[config.mk]
export PLATFORM = sky130hd
export DESIGN_NAME = int_to_float_pipe
export DESIGN_NICKNAME = d
export VERILOG_FILES = /design/src/rtl/int_to_float_pipe.sv
export SDC_FILE = /design/constraint.sdc
export NUM_CORES = 1
export LEC_CHECK = 0
export CORE_MARGIN = 2
export CORE_UTILIZATION = 57
export DETAILED_ROUTE_END_ITERATION = 16
export GPL_TIMING_DRIVEN = 0
export PLACE_DENSITY_LB_ADDON = 0.1
export SLEW_MARGIN = 20
export SYNTH_ARGS = -nofsm -noshare
export SYNTH_HDL_FRONTEND = slang
export SYNTH_SLANG_ARGS = --single-unit
[constraint.sdc]
create_clock -name aClock -period 8.3 [get_ports aClock]
set_input_delay 1.245 -clock aClock [delete_from_list [all_inputs] [get_ports aClock]]
set_output_delay 1.245 -clock aClock [all_outputs]
set_load 0.01 [all_outputs]
[src/rtl/int_to_float_pipe.sv]
// int_to_float_pipe: signed/unsigned INT_WIDTH-bit integer to IEEE-754 Float32 converter.
// Latency 3 cycles (S1 magnitude, S2 leading-one + normalise, S3 round/pack), 1 result per cycle.
// Backpressure: valid/ready; each stage holds when its successor stalls, at most 3 items in flight.
// Optional macro ITOF_ROUND_NEAREST_EN selects round-to-nearest-even; without it S3 truncates toward zero.
module int_to_float_pipe #(
  parameter int INT_WIDTH = 32
) (
  input  logic                 aClock,
  input  logic                 aResetN,
  input  logic                 anInValid,
  output logic                 anInReady,
  input  logic [INT_WIDTH-1:0] anInput,
  input  logic                 aSigned,
  output logic                 anOutValid,
  input  logic                 anOutReady,
  output logic [31:0]          anOutput,
  output logic                 anInexact
);

  // One extra magnitude bit so the most negative signed operand has a positive magnitude.
  localparam int MAG_W  = INT_WIDTH + 1;
  // Normalised vector: leading one, 23 mantissa bits, guard, round, then MAG_W sticky bits.
  localparam int NORM_W = MAG_W + 26;
  // Wide enough for a leading-one index / shift amount up to 64.
  localparam int K_W    = 7;

  // ---------------------------------------------------------------------------
  // Stage registers
  // ---------------------------------------------------------------------------
  logic             s1_vld;
  logic             s1_sign;
  logic [MAG_W-1:0] s1_mag;

  logic             s2_vld;
  logic             s2_sign;
  logic [7:0]       s2_exp;
  logic [22:0]      s2_man;
  logic             s2_guard;
  logic             s2_round;
  logic             s2_sticky;

  // ---------------------------------------------------------------------------
  // Handshake: a stage loads when empty or when its contents move on this cycle
  // ---------------------------------------------------------------------------
  logic load_s1;
  logic load_s2;
  logic load_s3;

  assign load_s3   = s2_vld && (!anOutValid || anOutReady);
  assign load_s2   = s1_vld && (!s2_vld || load_s3);
  assign anInReady = !s1_vld || load_s2;
  assign load_s1   = anInValid && anInReady;

  // ---------------------------------------------------------------------------
  // S1: sign and absolute value
  // ---------------------------------------------------------------------------
  logic             neg_c;
  logic [MAG_W-1:0] ext_op;
  logic [MAG_W-1:0] mag_c;

  // Sign-extend negative signed operands by one bit, then negate to get the magnitude.
  always_comb begin
    neg_c  = aSigned && anInput[INT_WIDTH-1];
    ext_op = {neg_c, anInput};
    mag_c  = neg_c ? (~ext_op + MAG_W'(1)) : ext_op;
  end

  // S1 register: capture sign and magnitude on input transfer, empty when S2 takes the item.
  always_ff @(posedge aClock or negedge aResetN) begin
    if (!aResetN) begin
      s1_vld  <= 1'b0;
      s1_sign <= 1'b0;
      s1_mag  <= '0;
    end else begin
      if (load_s1) begin
        s1_vld  <= 1'b1;
        s1_sign <= neg_c;
        s1_mag  <= mag_c;
      end else if (load_s2) begin
        s1_vld <= 1'b0;
      end
    end
  end

  // ---------------------------------------------------------------------------
  // S2: leading-one detect and left-normalise
  // ---------------------------------------------------------------------------
  logic [K_W-1:0]    lead_k;
  logic [K_W-1:0]    shamt;
  logic [NORM_W-1:0] norm;
  logic              nz_c;
  logic [7:0]        exp_c;
  logic [22:0]       man_c;
  logic              guard_c;
  logic              round_c;
  logic              sticky_c;

  // Find the highest set bit, shift it to the top, and slice mantissa/guard/round/sticky.
  always_comb begin
    lead_k = '0;
    for (int i = 0; i < MAG_W; i++) begin
      if (s1_mag[i]) begin
        lead_k = K_W'(i);
      end
    end
    shamt    = K_W'(MAG_W - 1) - lead_k;
    norm     = {s1_mag, 26'b0} << shamt;
    // After normalising, the top bit is set exactly when the magnitude is nonzero.
    nz_c     = norm[NORM_W-1];
    man_c    = norm[NORM_W-2 -: 23];
    guard_c  = norm[NORM_W-25];
    round_c  = norm[NORM_W-26];
    sticky_c = |norm[NORM_W-27:0];
    exp_c    = nz_c ? (8'd127 + {1'b0, lead_k}) : 8'd0;
  end

  // S2 register: hold normalised fields; a zero operand is forced to +0.
  always_ff @(posedge aClock or negedge aResetN) begin
    if (!aResetN) begin
      s2_vld    <= 1'b0;
      s2_sign   <= 1'b0;
      s2_exp    <= 8'd0;
      s2_man    <= 23'd0;
      s2_guard  <= 1'b0;
      s2_round  <= 1'b0;
      s2_sticky <= 1'b0;
    end else begin
      if (load_s2) begin
        s2_vld    <= 1'b1;
        s2_sign   <= s1_sign && nz_c;
        s2_exp    <= exp_c;
        s2_man    <= man_c;
        s2_guard  <= guard_c;
        s2_round  <= round_c;
        s2_sticky <= sticky_c;
      end else if (load_s3) begin
        s2_vld <= 1'b0;
      end
    end
  end

  // ---------------------------------------------------------------------------
  // S3: round and pack
  // ---------------------------------------------------------------------------
  logic [7:0]  exp_r;
  logic [22:0] man_r;
  logic        inexact_r;

`ifdef ITOF_ROUND_NEAREST_EN
  logic        round_up;
  logic [23:0] man_sum;

  // Round to nearest, ties to even; a carry out of the mantissa bumps the exponent.
  always_comb begin
    inexact_r = s2_guard | s2_round | s2_sticky;
    round_up  = s2_guard && (s2_round || s2_sticky || s2_man[0]);
    man_sum   = {1'b0, s2_man} + {23'd0, round_up};
    if (man_sum[23]) begin
      man_r = 23'd0;
      exp_r = s2_exp + 8'd1;
    end else begin
      man_r = man_sum[22:0];
      exp_r = s2_exp;
    end
  end
`else
  // Truncate toward zero: keep the mantissa as is, still flag dropped bits.
  always_comb begin
    inexact_r = s2_guard | s2_round | s2_sticky;
    man_r     = s2_man;
    exp_r     = s2_exp;
  end
`endif

  // Output register: load a new result when free or draining, otherwise hold steady.
  always_ff @(posedge aClock or negedge aResetN) begin
    if (!aResetN) begin
      anOutValid <= 1'b0;
      anOutput   <= 32'h0000_0000;
      anInexact  <= 1'b0;
    end else begin
      if (load_s3) begin
        anOutValid <= 1'b1;
        anOutput   <= {s2_sign, exp_r, man_r};
        anInexact  <= inexact_r;
      end else if (anOutReady) begin
        anOutValid <= 1'b0;
      end
    end
  end

endmodule

==> flow_metrics.tcl, run 1 <==
set metrics [dict create \
    dr.first_iter.drc_count 668 \
    gr-total-overflow 0 \
    layout-drive-gt1-share 0.125 \
    drv_slew 0 \
    hold_depth 2 \
    die_x_um 115 \
    dpl.hpwl_um 15500 \
    max_freq_mhz 181 \
    r2r-end "man_r[14]" \
    pwr-share-seq 0.303 \
    grt_pass1_vias 6094 \
    area_delta_synth_final_pct 17.4 \
    grtUsageTotal 0.314 \
    root_buffer "clkbuf_16" \
    postLayoutCoreUtil 0.686 \
    worstPathArrival_ns 5.77 \
    swShare 0.404 \
    hold_buffers 0 \
    hp-start "s2_round" \
    clockBufferDepth 2 \
    min_path_type "register to register" \
    comb_power_share 0.530 \
    holdPathEnd "s2_round" \
    core-area_mm2 0.0120 \
    grt_antenna_before_repair 0 \
    path_class "register to register" \
    synthTopCellsByArea "dfrtp_1, nand2_1, mux2_2, o21ai_0, mux4_2" \
    crit_required_ns 8.55 \
    ant_nets 0 \
    num_rows 40 \
    clk_latency_ns 0.37 \
    period_needed_ns 5.53 \
    drv_cap 0 \
    p_int_mw 1.53 \
    initial_core_util 0.584 \
    yosysTopAreaCell "dfrtp_1" \
    tns_ns 0 \
    final_area_mm2 0.00824 \
    cts_made_buffers 9 \
    synth_flop_cell "dfrtp_1" \
    synth_edf_count 0 \
    post-synth-top-area-fraction 0.374 \
    path_max_fanout 10 \
    dp.cells 973 \
    clkTransAtPathRegs_ns 0.07 \
    ios 72 \
    clkPwrFrac 0.167 \
    cellPowerDensity_mw_per_mm2 311 \
    max_stage_delay_ns 0.63 \
    status "finished clean" \
    crit_path_frequent_cell "clkbuf_1" \
    synthArstFlopShare 1.00 \
    cts_max_level 3 \
    rsz0062_at_grt "no" \
    vias 6353 \
    ys_seq_elements 105 \
    viasPerCell 6.44 \
    synthDistinctLibCells 74 \
    timing.rr.start "s1_mag[25]" \
    cts_sinks 105 \
    worstPathCellList "clkbuf_1 -> o21ai_0 -> or3b_1 -> buf_2 -> a2111oi_4 -> nor2_4 -> inv_2 -> buf_12 -> buf_8 -> ha_1 -> clkbuf_1 -> inv_1 -> clkbuf_1 -> clkbuf_1 -> mux4_1 -> mux2i_1 -> mux2i_1 -> a221o_1" \
    r2r_cells 18 \
    critPathBufInv 9 \
    switchingPower_mw 1.03 \
    cp_top_family "buffers and inverters" \
    grt_max_degree 66 \
    crit_path_end_kind "register" \
    r2r_setup_slack_ns 2.77 \
    grt_first_pass_wirelength_um 32100 \
    fin_cells 987 \
    ys_seq_area_frac 0.374 \
    finalSetupViolations 0 \
    fin_skew_ns 0.0117 \
    die_height_um 115 \
    netlist_instances 754 \
    ctsResizeCount 0 \
    ir_worst_vdd_mv 0.126 \
    wl_um 20000 \
    synth_nets 793 \
    place_area_mm2 0.00795 \
    nets 876 \
    cts_setup_buffers 0 \
    drc 0 \
    start_kind "register" \
    diodes 0 \
    syn_area_mm2 0.00702 \
    worst_pin_slew_ns 0.840 \
    static-leakage-power_nw 3.42 \
    fin_crit_sh 0.666 \
    max_slew_margin 0.437 \
    cts_tree "built" \
    final-hold-violation-count 0 \
    gp_congestion 0.926 \
    dr.pass1.iters 6 \
    numPortBuffers 71 \
    design.die.area_mm2 0.0132 \
    crit_slowest_cell "a2111oi_4" \
    syn_avg_cell_area_um2 9.31 \
    ys_warn_count 0 \
    wire_per_inst_um 20.2 \
]
[how the worst max path moves through the flow]
stage / from / endpoint / slack [ns] / cells after the start
6_report: s1_mag[25] / man_r[14] / 2.77 / 18
5_1_grt: s1_mag[25] / man_r[20] / 2.49 / 18
4_1_cts: s1_mag[25] / man_r[21] / 2.89 / 18
3_5_place_dp: s1_mag[25] / man_r[21] / 2.93 / 18
3_3_place_gp: aResetN / s1_mag[9] / 2.39 / 1
2_1_floorplan: s1_mag[25] / man_r[17] / 4.04 / 18
[final cells by class]
cell class / count / area, um2
Clock inverter: 4 / 52.6
Timing Repair Buffer: 72 / 739
Buffer: 65 / 307
Multi-Input combinational cell: 560 / 4000
Clock buffer: 10 / 239
Fill cell: 988 / 3770
Tap cell: 147 / 184
Inverter: 24 / 90.1
Sequential cell: 105 / 2630
[layout by cell type (no fill, tap or decap), types with 17 or more instances in the layout]
| cell | count |
|---|---|
| xnor2_1 | 17 |
| dfrtp_1 | 105 |
| nor3_1 | 19 |
| o21ai_0 | 68 |
| inv_1 | 23 |
| mux2_2 | 35 |
| mux2i_1 | 24 |
| nor2_1 | 37 |
| clkdlybuf4s50_1 | 70 |
| clkbuf_1 | 43 |
| a21oi_1 | 31 |
| nand2_1 | 111 |
[power groups by stage]
| stage | sequential [mW] | clock (mW) | combinational [mW] |
|---|---|---|---|
| finish | 0.776 | 0.427 | 1.36 |
| global route | 0.793 | 0.449 | 1.45 |
| CTS | 0.776 | 0.430 | 1.34 |
| detailed placement | 0.785 | 0 | 1.33 |
| global placement | 0.775 | 0 | 1.31 |
| floorplan | 0.791 | 0 | 0.850 |
[worst reg2reg max path, delay by kind of cell (launching register included)]
kind	cells	cell delay [ns]
AO/OA/AOI/OAI	3	1.20
buffers and inverters	9	2.20
multiplexers	3	0.91
flip-flops	1	0.36
adder cells (fa/ha/maj)	1	0.23
AND/OR/NAND/NOR	2	0.51
[synth_stat cells, drive strengths merged, types with 6 or more instances]
cell,number
nor3,19
mux4,21
o21ai,69
mux2,35
dfrtp,105
xnor2,17
a221o,8
nor2,38
o31ai,11
a211oi,16
nand3,8
xor2,14
inv,24
and2,6
clkbuf,44
o221ai,7
mux2i,24
a22o,9
nand2,112
or3,7
or2,6
buf,21
a21oi,32
a22oi,12
nand2b,11
nor4,13
[registers in the layout, summed over array words and instances (netlist names), 8 cells and up]
name      cells
anOutput     32
exp_r         8
s1_mag       33
man_r        23
[logic make-up after synthesis]
kind of cell,synth area share
simple gates,0.158
xor+xnor,0.0387
mux,0.161
compound gates,0.208
flops,0.374
fa+ha+maj,0.00357
buf+inv,0.0565
[through the flow]
stage / setup WS (ns) / hold slack (ns) / total power, mW
final: 2.77 / 0.497 / 2.56
after global routing: 2.49 / 0.514 / 2.70
after CTS: 2.89 / 0.499 / 2.54
after detailed placement: 2.93 / 0.478 / 2.12
after global placement: 2.39 / 0.461 / 2.08
after floorplan: 4.04 / 0.443 / 1.64
[routing by layer]
layer,up-vias,part of all wire,global-route usage
li1,2949,-,-
met1,3049,0.42,0.404
met2,295,0.49,0.535
met3,60,0.056,0.0438
met4,0,0.035,0.128
met5,-,0,0
Note: power is estimated with default switching activity, not from simulation.
==> inputs of run 2 (changes only) <==
--- a/config.mk
+++ b/config.mk
@@ -6,7 +6,7 @@
 export NUM_CORES = 1
 export LEC_CHECK = 0
 export CORE_MARGIN = 2
-export CORE_UTILIZATION = 57
+export CORE_UTILIZATION = 52
 export DETAILED_ROUTE_END_ITERATION = 16
 export GPL_TIMING_DRIVEN = 0
 export PLACE_DENSITY_LB_ADDON = 0.1
==> constraint.sdc (replaced) <==
create_clock -name aClock -period 4.6 [get_ports aClock]
set_input_delay 0.69 -clock aClock [delete_from_list [all_inputs] [get_ports aClock]]
set_output_delay 0.69 -clock aClock [all_outputs]
set_load 0.01 [all_outputs]
==> run 2 against run 1 <==
Clock power grew 74%. Combinational power rose by 86%. First-iteration DRC count down 31%. Critical endpoint is now man_r[1]. Critical path depth decreased by 2. Via count is 2.0% lower. Worst setup slack lost 2.6 ns. Maximum frequency increased by 24%. Clock skew about the same.
==> flow_metrics.tcl, run 2 (synthesis gave the netlist of run 1 again) <==
set metrics [dict create \
    max_freq_mhz 224 \
    start_kind "register" \
    cts_made_buffers 9 \
    finalSetupViolations 0 \
    grt_use_met2 0.507 \
    fillers 1101 \
    gr-total-overflow 0 \
    critPathLaunch "s1_mag[4]" \
    dr.first_iter.drc_count 461 \
    r2r_setup_slack_ns 0.14 \
    endpoint "man_r[1]" \
    clockBufferDepth 2 \
    diodes 0 \
    largest_reg_flops 33 \
    core-area_mm2 0.0132 \
    max_stage_delay_ns 0.45 \
    viasPerCell 6.07 \
    fin_crit_sh 0.969 \
    cts_max_level 3 \
    grt_antenna_before_repair 0 \
    fin_skew_ns 0.0115 \
    wl_um 20200 \
    path_max_fanout 10 \
    cts_tree "built" \
    layout_commonest_cell "nand2_1" \
    ir_worst_vdd_mv 0.264 \
    gp_congestion 0.938 \
    r2r-end "man_r[1]" \
    min_path_type "primary input to async pin" \
    r2r_cells 16 \
    timing.rr.start "s1_mag[4]" \
    hold_buffers 0 \
    use_met1 0.364 \
    grt_pass1_vias 6030 \
    worstPathArrival_ns 4.71 \
    place_area_mm2 0.00798 \
    grt_max_degree 71 \
    pwr-share-seq 0.300 \
    p_int_mw 2.77 \
    numPortBuffers 71 \
    grt_first_pass_wirelength_um 31900 \
    clk_latency_ns 0.36 \
    worst_pin_slew_ns 0.764 \
    vias 6227 \
    multi_input_area_mm2 0.00407 \
    dp.cells 1002 \
    regArea_mm2 0.00263 \
    final-hold-violation-count 0 \
    die_x_um 120 \
    top_usage_layer "met2" \
    wire_per_inst_um 19.6 \
    drv_cap 0 \
    grtUsageMet3 0.0285 \
    ios 72 \
    layout-drive-gt1-share 0.155 \
    crit_slowest_cell "a221o_1" \
    final_cell_mix "nand2_1, dfrtp_1, clkdlybuf4s50_1" \
    tns_ns 0 \
    nets 884 \
    clkTransAtPathRegs_ns 0.07 \
    ant_nets 0 \
    drv_slew 0 \
    fin_cells 1026 \
    drc 0 \
    crit_required_ns 4.85 \
    crit_path_end_kind "register" \
    path_class "register to register" \
    cp_num_cells 16 \
    dpl.hpwl_um 15600 \
    area_delta_synth_final_pct 20.0 \
    initial_core_util 0.532 \
    design.die.area_mm2 0.0144 \
    cellPowerDensity_mw_per_mm2 555 \
    num_rows 42 \
    swShare 0.408 \
    cp_top_family "buffers and inverters" \
    comb_power_share 0.541 \
    final_area_mm2 0.00842 \
    max_slew_margin 0.488 \
    top_register "s1_mag" \
    root_buffer "clkbuf_16" \
    status "finished clean" \
    critPathBufInv 7 \
    period_needed_ns 4.46 \
    crit_path_frequent_cell "buf_2" \
    dr.pass1.iters 6 \
    cts_sinks 105 \
    clkPwrFrac 0.159 \
    switchingPower_mw 1.91 \
    worstPathCellList "clkbuf_1 -> a221o_1 -> a211oi_4 -> a2111oi_4 -> buf_4 -> nor2_4 -> inv_2 -> buf_12 -> buf_8 -> ha_2 -> buf_2 -> buf_2 -> mux4_2 -> mux2i_1 -> o32ai_1 -> a22o_1" \
    die_height_um 120 \
    grtUsageTotal 0.288 \
    static-leakage-power_nw 3.48 \
]
[run 2: changes by cell type in the layout (fill, tap and decap cells not counted), moves of 3 or more]
cell | previous run | this run
mux2i_1 | 24 | 20
clkbuf_2 | 1 | 5
clkbuf_1 | 43 | 35
mux2i_2 | 0 | 3
buf_4 | 3 | 15
[run 2: timing repair]
action / in CTS / in global routing
endpoints found under the setup margin: 34 / 30
buffers inserted: 2 / 9
resized for setup: 9 / 20
pin swaps: 1 / 3
[run 2: worst min-delay path by stage]
stage | start | end | slack, ns | cells past startpoint
finish | aResetN | anOutput[24] | 0.21 | 1
global route | aResetN | anOutput[28] | 0.24 | 1
CTS | aResetN | anOutput[28] | 0.22 | 1
detailed placement | exp_r[4] | exp_r[4] | 0.47 | 2
global placement | anInexact | anInexact | 0.46 | 2
floorplan | aResetN | anInexact | 0.39 | 0
[run 2: routing by layer]
layer	share of wire	routed length (um)	vias up
met5	0	0	-
met4	0.028	556	0
met3	0.039	783	41
met2	0.51	10200	209
met1	0.43	8590	3014
li1	-	-	2963
[run 2: area by class of cell]
type                       instances  share of cell area
tap                              176              0.0262
multi-input combinational        560               0.483
clock inverter                     5             0.00446
timing repair buffer              83              0.0976
clock buffer                      11              0.0288
inverter                          24              0.0107
sequential                       105               0.312
buffer                            62              0.0367
[run 2: power by group through the flow]
stage	sequential (mW)	combinational [mW]	clock, mW
2_1_floorplan	1.43	1.53	0
3_3_place_gp	1.40	2.37	0
3_5_place_dp	1.42	2.40	0
4_1_cts	1.40	2.43	0.749
5_1_grt	1.44	2.69	0.784
6_report	1.40	2.53	0.743
[run 2: per-stage QoR]
step,util,hold WS [ns],power (mW),worst slack [ns]
final,0.638,0.206,4.67,0.142
after global routing,0.638,0.235,4.92,-0.00218
after CTS,0.630,0.216,4.58,0.0357
after detailed placement,0.605,0.472,3.82,-0.719
after global placement,0.603,0.464,3.77,-0.827
after floorplan,-,0.394,2.96,0.339
[run 2: worst register-to-register path: stages, from the launching register on]
cell,delay (ns)
dfrtp_1,0.36
clkbuf_1,0.21
a221o_1,0.45
a211oi_4,0.30
a2111oi_4,0.11
buf_4,0.17
nor2_4,0.21
inv_2,0.09
buf_12,0.16
buf_8,0.15
ha_2,0.44
buf_2,0.31
buf_2,0.32
mux4_2,0.36
mux2i_1,0.31
o32ai_1,0.16
a22o_1,0.24
==> inputs of run 3 (changes only) <==
--- a/config.mk
+++ b/config.mk
@@ -6,7 +6,8 @@
 export NUM_CORES = 1
 export LEC_CHECK = 0
 export CORE_MARGIN = 2
-export CORE_UTILIZATION = 52
+export CORE_UTILIZATION = 57
+export CTS_CLUSTER_DIAMETER = 80
 export DETAILED_ROUTE_END_ITERATION = 16
 export GPL_TIMING_DRIVEN = 0
 export PLACE_DENSITY_LB_ADDON = 0.1
==> constraint.sdc (replaced) <==
create_clock -name aClock -period 5.3 [get_ports aClock]
set_input_delay 0.795 -clock aClock [delete_from_list [all_inputs] [get_ports aClock]]
set_output_delay 0.795 -clock aClock [all_outputs]
set_load 0.01 [all_outputs]
==> run 3 against run 2 <==
Flip-flop and latch count stayed put. Non-clock buffer count fell by 5. Core utilization grew 5.1 points. Die area is 8.5% lower. Wire length down 1.2%. Combinational power down 16%. Via count rose by 2.5%. Total power decreased by 14%. Clock skew up 0.0026 ns. Final area fell by 1.7%.
==> flow_metrics.tcl, run 3 (synthesis gave the netlist of run 1 again) <==
set metrics [dict create \
    ir_worst_vdd_mv 0.197 \
    layout-drive-gt1-share 0.130 \
    drc 0 \
    largest_reg_flops 33 \
    num_rows 40 \
    cts_max_level 3 \
    layout_commonest_cell "nand2_1" \
    cts_sinks 105 \
    numPortBuffers 71 \
    gr-total-overflow 0 \
    fin_crit_sh 0.957 \
    wl_met2_um 9890 \
    crit_path_end_kind "register" \
    r2r_setup_slack_ns 0.23 \
    ant_nets 0 \
    area_delta_synth_final_pct 17.9 \
    grt_first_pass_wirelength_um 32100 \
    dr.first_iter.drc_count 700 \
    cts_tree "built" \
    fin_skew_ns 0.0141 \
    setup_slack_ns 0.227 \
    max_freq_mhz 197 \
    final-hold-violation-count 0 \
    gp_congestion 0.926 \
    start_kind "register" \
    dr.pass1.iters 6 \
    die_height_um 115 \
    design.die.area_mm2 0.0132 \
    period_needed_ns 5.07 \
    r2r-end "man_r[1]" \
    top_register "s1_mag" \
    finalSetupViolations 0 \
    clkTransAtPathRegs_ns 0.07 \
    cts_made_buffers 9 \
    diodes 0 \
    r2r_cells 17 \
    drv_cap 0 \
    path_max_fanout 10 \
    status "finished clean" \
    ios 72 \
    root_buffer "clkbuf_16" \
    clockBufferDepth 2 \
    final_cell_mix "nand2_1, dfrtp_1, clkdlybuf4s50_1" \
    crit_required_ns 5.55 \
    grtUsageTotal 0.314 \
    hold_buffers 0 \
    path_class "register to register" \
    power_mw 4.02 \
    timing.rr.start "s1_mag[4]" \
    dr_wl_met3_um 1230 \
    nets 879 \
    static-leakage-power_nw 3.44 \
    rsz0062_at_grt "no" \
    initial_core_util 0.584 \
    vias 6382 \
    endpoint "man_r[1]" \
    met1_length_um 8160 \
    grt_max_degree 66 \
    drv_slew 0 \
    die_x_um 115 \
    dp.cells 973 \
    worstPathArrival_ns 5.32 \
    viasPerCell 6.45 \
    dp_slack_ns -0.0695 \
    highest_layer "met4" \
    core-area_mm2 0.0120 \
    min_path_type "primary input to async pin" \
    wire_per_inst_um 20.1 \
    critPathLaunch "s1_mag[4]" \
    max_slew_margin 0.445 \
    wl_um 19900 \
    clk_latency_ns 0.37 \
    dpl.hpwl_um 15500 \
    grt_antenna_before_repair 0 \
    grt_pass1_vias 6094 \
    cellPowerDensity_mw_per_mm2 486 \
    worst_pin_slew_ns 0.829 \
    fin_cells 990 \
]
==> run 3: per-stage QoR <==
stage	setup TNS, ns	instance area [um2]	hold slack (ns)	util
2_1_floorplan	0	7020	0.443	-
3_3_place_gp	-16.14	7910	0.461	0.659
3_5_place_dp	-0.243	7950	0.478	0.662
4_1_cts	0	8240	0.350	0.686
5_1_grt	0	8280	0.368	0.689
6_report	0	8280	0.336	0.689
==> run 3: layer usage <==
layer | global-route usage | vias up
li1 | - | 2955
met1 | 0.404 | 3075
met2 | 0.535 | 303
met3 | 0.0438 | 49
met4 | 0.128 | 0
met5 | 0 | -
==> run 3: cell type report <==
class	instances	area [um2]
Clock inverter	4	52.6
Tap cell	147	184
Timing Repair Buffer	75	762
Multi-Input combinational cell	560	4010
Inverter	24	90.1
Buffer	65	309
Fill cell	984	3740
Clock buffer	10	239
Sequential cell	105	2630
==> run 3: worst max-delay path: stages, from the launching register on <==
cell       delay (ns)
dfrtp_1          0.35
clkbuf_1         0.22
a221o_1          0.46
a211oi_4         0.31
a2111oi_4        0.11
buf_4            0.18
nor2_4           0.23
inv_2            0.10
buf_12           0.16
buf_8            0.15
ha_1             0.26
clkbuf_1         0.40
buf_1            0.53
clkbuf_2         0.39
mux4_2           0.37
mux2i_1          0.29
o32ai_1          0.17
a22o_1           0.26
==> run 3: worst min path at each step <==
| stage | to | slack, ns |
|---|---|---|
| after floorplan | exp_r[4] | 0.44 |
| after global placement | anInexact | 0.46 |
| after detailed placement | man_r[7] | 0.48 |
| after CTS | exp_r[5] | 0.35 |
| after global routing | anOutput[27] | 0.37 |
| final | s2_vld | 0.34 |
==> run 3: power breakdown <==
group	total, mW	internal [mW]	switching [mW]
Combinational	2.13	0.958	1.18
Sequential	1.22	1.06	0.151
Clock	0.668	0.375	0.293
Total	4.02	2.40	1.62
==> run 3: timing repair <==
action / in CTS / in global routing
resized for setup: 2 / 2
pin swaps: 0 / 1
setup endpoints to repair: 8 / 22
gates cloned: 0 / 0
buffers inserted: 0 / 3
